===== src/rtl/sync_filter_bank.sv =====
// Multi-channel synchronizer with per-channel stability filter.
// Produces clean levels plus registered rise/fall/glitch pulses.
`timescale 1ns/1ps

module sync_filter_bank #(
  parameter int              WIDTH   = 4,
  parameter int              STAGES  = 2,
  parameter int              FILT    = 0,
  parameter logic [WIDTH-1:0] RST_VAL = {WIDTH{1'b0}}
) (
  input  logic             clk,
  input  logic             rst,
  input  logic [WIDTH-1:0] d,
  output logic [WIDTH-1:0] q,
  output logic [WIDTH-1:0] rise,
  output logic [WIDTH-1:0] fall,
  output logic [WIDTH-1:0] glitch,
  output logic             any_change
);

  localparam int CW = (FILT > 0) ? $clog2(FILT + 1) : 1;
  localparam logic [CW-1:0] FILT_C = CW'(FILT);

  generate
    if (STAGES < 2) begin : g_bad_stages
      $error("sync_filter_bank: STAGES must be at least 2");
    end
    if (FILT < 0 || FILT > 65535) begin : g_bad_filt
      $error("sync_filter_bank: FILT must be within 0..65535");
    end
  endgenerate

  logic [WIDTH-1:0] sync_q [STAGES];
  logic [WIDTH-1:0] ss;
  logic [CW-1:0]    cnt      [WIDTH];
  logic [CW-1:0]    cnt_nxt  [WIDTH];
  logic [WIDTH-1:0] q_nxt;
  logic [WIDTH-1:0] rise_nxt;
  logic [WIDTH-1:0] fall_nxt;
  logic [WIDTH-1:0] glitch_nxt;

  assign ss = sync_q[STAGES-1];

  // cnt counts how many edges the synced level has disagreed with q
  always_comb begin
    q_nxt      = q;
    rise_nxt   = '0;
    fall_nxt   = '0;
    glitch_nxt = '0;
    for (int i = 0; i < WIDTH; i++) begin
      cnt_nxt[i] = cnt[i];
      if (ss[i] == q[i]) begin
        if (cnt[i] != '0) begin
          cnt_nxt[i]    = '0;
          glitch_nxt[i] = 1'b1;
        end
      end else if (cnt[i] == FILT_C) begin
        q_nxt[i]    = ss[i];
        cnt_nxt[i]  = '0;
        rise_nxt[i] = ss[i];
        fall_nxt[i] = ~ss[i];
      end else begin
        cnt_nxt[i] = cnt[i] + 1'b1;
      end
    end
  end

  always_ff @(posedge clk) begin
    if (rst) begin
      for (int k = 0; k < STAGES; k++) begin
        sync_q[k] <= RST_VAL;
      end
      for (int i = 0; i < WIDTH; i++) begin
        cnt[i] <= '0;
      end
      q          <= RST_VAL;
      rise       <= '0;
      fall       <= '0;
      glitch     <= '0;
      any_change <= 1'b0;
    end else begin
      sync_q[0] <= d;
      for (int k = 1; k < STAGES; k++) begin
        sync_q[k] <= sync_q[k-1];
      end
      for (int i = 0; i < WIDTH; i++) begin
        cnt[i] <= cnt_nxt[i];
      end
      q          <= q_nxt;
      rise       <= rise_nxt;
      fall       <= fall_nxt;
      glitch     <= glitch_nxt;
      any_change <= |(rise_nxt | fall_nxt);
    end
  end

endmodule


===== config.mk =====
export PLATFORM = sky130hd
export DESIGN_NAME = sync_filter_bank
export DESIGN_NICKNAME = d
export VERILOG_FILES = /design/src/rtl/sync_filter_bank.sv
export SDC_FILE = /design/constraint.sdc
export NUM_CORES = 1
export LEC_CHECK = 0
export CORE_MARGIN = 2
export CORE_UTILIZATION = 44
export DETAILED_ROUTE_END_ITERATION = 7
export PLACE_DENSITY = 0.83
export SYNTH_ARGS = -nofsm -noshare
export SYNTH_HDL_FRONTEND = slang
export SYNTH_SLANG_ARGS = --single-unit

===== constraint.sdc =====
create_clock -name clk -period 1.2 [get_ports clk]
set_input_delay 0.3 -clock clk [delete_from_list [all_inputs] [get_ports clk]]
set_output_delay 0.3 -clock clk [all_outputs]
set_load 0.02 [all_outputs]

* Word-level counts from Yosys, hierarchy flattened
Memory sizes are Yosys's and may differ from the RTL's.
Cells that the tools add are included.
** Word-level totals
- Logic and storage cells :: 86
- Memories kept :: 2
- Register bits :: 17
- Bits in writable memories :: 12
- Output and inout port bits :: 17
** Memories
- sync_q :: depth 2, bits a word 4, rd ports 2, clocked after memory_dff 0, wr ports 2, RTL line 33 : logic [WIDTH-1:0] sync_q [STAGES];
- cnt :: depth 4, bits a word 1, rd ports 4, clocked after memory_dff 0, wr ports 4, RTL line 35 : logic [CW-1:0] cnt [WIDTH];
** Operators by class
- Reduce and logical (&&, ||, !) cells :: 9
- Multiplexer cells :: 37
- Add/sub/neg operators :: 4
- Bitwise gates (word level) :: 19
- Equal/unequal tests :: 4
** Operators with widths (count)
- $mux W1 :: 35
- $not A1 Y1 :: 12
- $mux W4 :: 2
- $reduce_and A2 Y1 :: 4
- $reduce_or A2 Y1 :: 4
- $or A1 B1 Y1 :: 6
- $add A1 B1 Y1 const B :: 4
- $eq A1 B1 Y1 :: 4
- $or A4 B4 Y4 :: 1
- $reduce_or A4 Y1 :: 1

* Logic depth before layout (Yosys ltp)
- Depth after elaboration :: 5
- Gate-level depth with buffers :: 4
- Depth with buffers taken out :: 4

* Least setup slack after synthesis
OpenSTA, ideal clock, no wires.
- Kind :: reg-to-reg
- From :: register q[2]
- To :: register q[2]
- Arrival time :: 1.058 ns
- Setup slack :: 0.027 ns
- Period minus slack after synthesis :: 1.173 ns
- Buffers on the path :: 0
- Cell stages (with the launch flop) :: 5
- Path through :: dfxtp_1 inv_1 ha_1 mux2i_1 nor2_1
** Between the ends
- Word-level cells in the longest chain between the ends :: 3
** RTL lines
- from (decl) :: RTL line 14 : output logic [WIDTH-1:0] q,
- from (signal assigned) :: RTL line 89 : q <= q_nxt;
- $eq A1 B1 Y1 :: RTL line 52 : if (ss[i] == q[i]) begin
- $not A1 Y1 (no source line)
- $reduce_and A2 Y1 (no source line)
Every way passes these cells.
A chain may end at the register's enable or synchronous reset.

* Worst setup path after layout
- From :: register rise[2]
- To :: output rise[2]
** RTL lines
- from (decl) :: RTL line 15 : output logic [WIDTH-1:0] rise,
- from (signal assigned) :: RTL line 90 : rise <= rise_nxt;
No word-level cell between the ends.

==> impl_metrics.py <==
metrics = {
    "timing": {
        "setup_viol": 0,
        "fin_crit_sh_pct": 97.1,
        "fmax_ghz": 0.859,
        "slew_viol_final": 0,
        "setup_ws_ns": 0.0352,
        "final_hold_viol_count": 0,
        "clock_skew_ns": 0.00481,
        "fin_crit_ns": 1.16,
    },
    "synth": {
        "muxShareOfSynthArea_pct": 5.14,
        "synth_top_area_share_pct": 54.0,
        "synth_xor_area_share_pct": 0,
        "ys_types": 10,
        "synth_top_cells_by_area": "dfxtp_1, ha_1, nor2b_1",
        "ys_ff_latch": 21,
        "syn_area_per_cell_um2": 11.3,
        "ys_seq_area_share_pct": 54.0,
        "synth-compound-area-share_pct": 2.09,
        "synth_warnings": 0,
        "synth.cell_area_um2": 778,
        "synth_adder_area_share_pct": 12.9,
        "synth_top_family_by_area": "simple AND/OR/NAND/NOR gates",
        "netlist_instances": 69,
        "synthSimpleGateAreaFrac_pct": 14.8,
        "yosys.area.top_type": "dfxtp_1",
    },
    "floorplan": {
        "die_height_um": 46.1,
        "die_x_um": 46.1,
        "start_util_pct": 46.1,
        "core_um2": 1690,
        "rows": 15,
        "fp.dieArea_um2": 2120,
        "io_pins": 23,
    },
    "power": {
        "total_leakage_power_uw": 0.000460,
        "vdd_drop_max_uv": 815,
        "p_per_area_nw_per_um2": 1160,
    },
    "routing": {
        "drt-wirelength-per-cell_um": 9.45,
        "drt-initial-drc-count": 2,
        "dr.pass1.iters": 2,
        "antenna_left": 0,
        "routed_wl_um": 1040,
        "vias_per_cell": 4.36,
        "drc": 0,
        "vias": 480,
    },
    "global_routing": {
        "grt_pass1_wl_um": 1470,
        "use_met2_pct": 19.2,
        "grt_pass1_vias": 401,
        "grt_max_degree": 22,
        "track_usage_pct": 10.0,
        "overflow": 0,
        "antenna_found_initial": 0,
        "top_usage_layer": "met2",
        "use_met1_pct": 9.05,
        "gr-usage-met3_pct": 3.53,
    },
    "cts": {
        "cts-root-buf": "clkbuf_4",
        "cts_buffers": 3,
        "cts_tree": "done",
        "h-tree-depth": 1,
        "insertion_delay_ns": 0.29,
        "path_clk_slew_ns": 0.11,
        "cts_setup_buffers": 0,
        "cts_sinks": 21,
        "clk_path_buf_depth": 2,
    },
    "flow_run": {
        "maxCapViolations": 0,
    },
    "worst_setup_path": {
        "worstSetupPathType": "reg2out",
        "worst_ep_arrival_time_ns": 0.86,
        "crit_slowest_cell": "dfxtp_1",
        "crit_required_ns": 0.90,
        "startpoint_type": "flop",
        "critPathBufInv": 1,
        "critPathMaxFanout": 1,
        "critical_path.top_delay_family": "flip-flops",
        "worst_path_largest_cell_delay_ns": 0.32,
        "cp_cell_sequence": "clkdlybuf4s15_2",
        "end_kind": "primary output",
    },
    "place": {
        "hpwl_um": 719,
        "place_ws_ns": -0.0640,
        "portBuffers": 18,
        "gp_congestion": 0.661,
    },
    "hold_path": {
        "min_path_type": "reg2reg",
    },
    "outcome": {
        "outcome": "finished, final reports clean",
    },
    "finish": {
        "final_util_pct": 60.0,
        "antenna_cells": 0,
        "drive_above_1_share_pct": 28.0,
        "area_growth_pct": 30.2,
        "final_nets": 108,
    },
}
-- report_power, final --
part	total [µW]	internal, µW	leakage, µW	switching, µW
Sequential	729	719	0.000172	9.97
Combinational	113	57.5	0.000273	55.9
Clock	329	129	0.0000150	199
-- synthesized netlist by cell type, drive strengths merged --
cell type / n
buf: 6
ha: 8
nor2: 4
mux2i: 4
nor2b: 16
inv: 8
dfxtp: 21
a41oi: 1
conb: 1
-- worst register-to-register path: stages (launching register included) --
cell	delay [ns]
dfxtp_1	0.34
buf_4	0.12
inv_1	0.04
ha_1	0.32
mux2i_1	0.19
nor2_1	0.05
-- cell type report --
type,instances,area (µm²)
multi-input combinational,37,324
tap,17,21.3
sequential,21,422
fill,150,676
inverter,8,30.0
timing repair buffer,23,190
clock buffer,4,26.3
-- state kept, by name, summed over array words and instances (netlist names) --
name        flops
fall            4
rise            4
q               4
sync_q          8
any_change      1
-- cells in the final DEF (no fill, tap or decap) --
cell             count
mux2i_1              4
clkdlybuf4s50_1      5
buf_4                4
a41oi_2              1
clkdlybuf4s15_2      4
buf_12               1
buf_2                9
conb_1               4
clkbuf_4             3
inv_1                8
nor2_1               4
ha_4                 3
dfxtp_2              1
ha_1                 5
dfxtp_1             20
clkbuf_1             1
nor2b_1             16
-- final timing paths --
kind,from,end,slack [ns],cells past startpoint
hold reg to reg,sync_q[0][0]$_SDFF_PP0_,sync_q[0][4]$_SDFF_PP0_,0.45,1
hold / removal,sync_q[0][0]$_SDFF_PP0_,sync_q[0][4]$_SDFF_PP0_,0.45,1
setup / recovery,rise[2]$_SDFF_PP0_,rise[2],0.04,1
setup reg to reg,q[0]$_SDFFE_PP0P_,q[0]$_SDFFE_PP0P_,0.06,5
-- through the flow --
stage | TNS (ns) | area, µm² | power (µW) | hold WS [ns] | cells
global route | -0.00420 | 1010 | 1210 | 0.458 | 110
CTS | 0 | 1020 | 1170 | 0.450 | 110
detailed placement | -0.0694 | 988 | 859 | 0.424 | 106
global placement | 0 | 988 | 855 | 0.418 | 106
finish | 0 | 1010 | 1170 | 0.447 | 110
floorplan | 0 | 790 | 822 | 0.372 | 72
-- logic make-up (layout without fill, tap and decap cells) --
logic type,count (synthesis),in the layout
fa+ha+maj,8,8
buf+inv,14,35
mux,4,4
flops,21,21
compound gates,1,1
simple gates,20,20
other cells,1,4
-- routing by layer --
metal / wire, µm / share of wire, %
met2: 550 / 53
met4: 0 / 0
met1: 434 / 42
met5: 0 / 0
met3: 55 / 5.3
-- timing repair --
action | in CTS | in global routing
hold endpoints to repair | 0 | 0
endpoints found under the setup margin | 13 | 10
resized for setup | 41 | 11
hold buffers | 0 | 0
(Power assumes the default switching activity.)
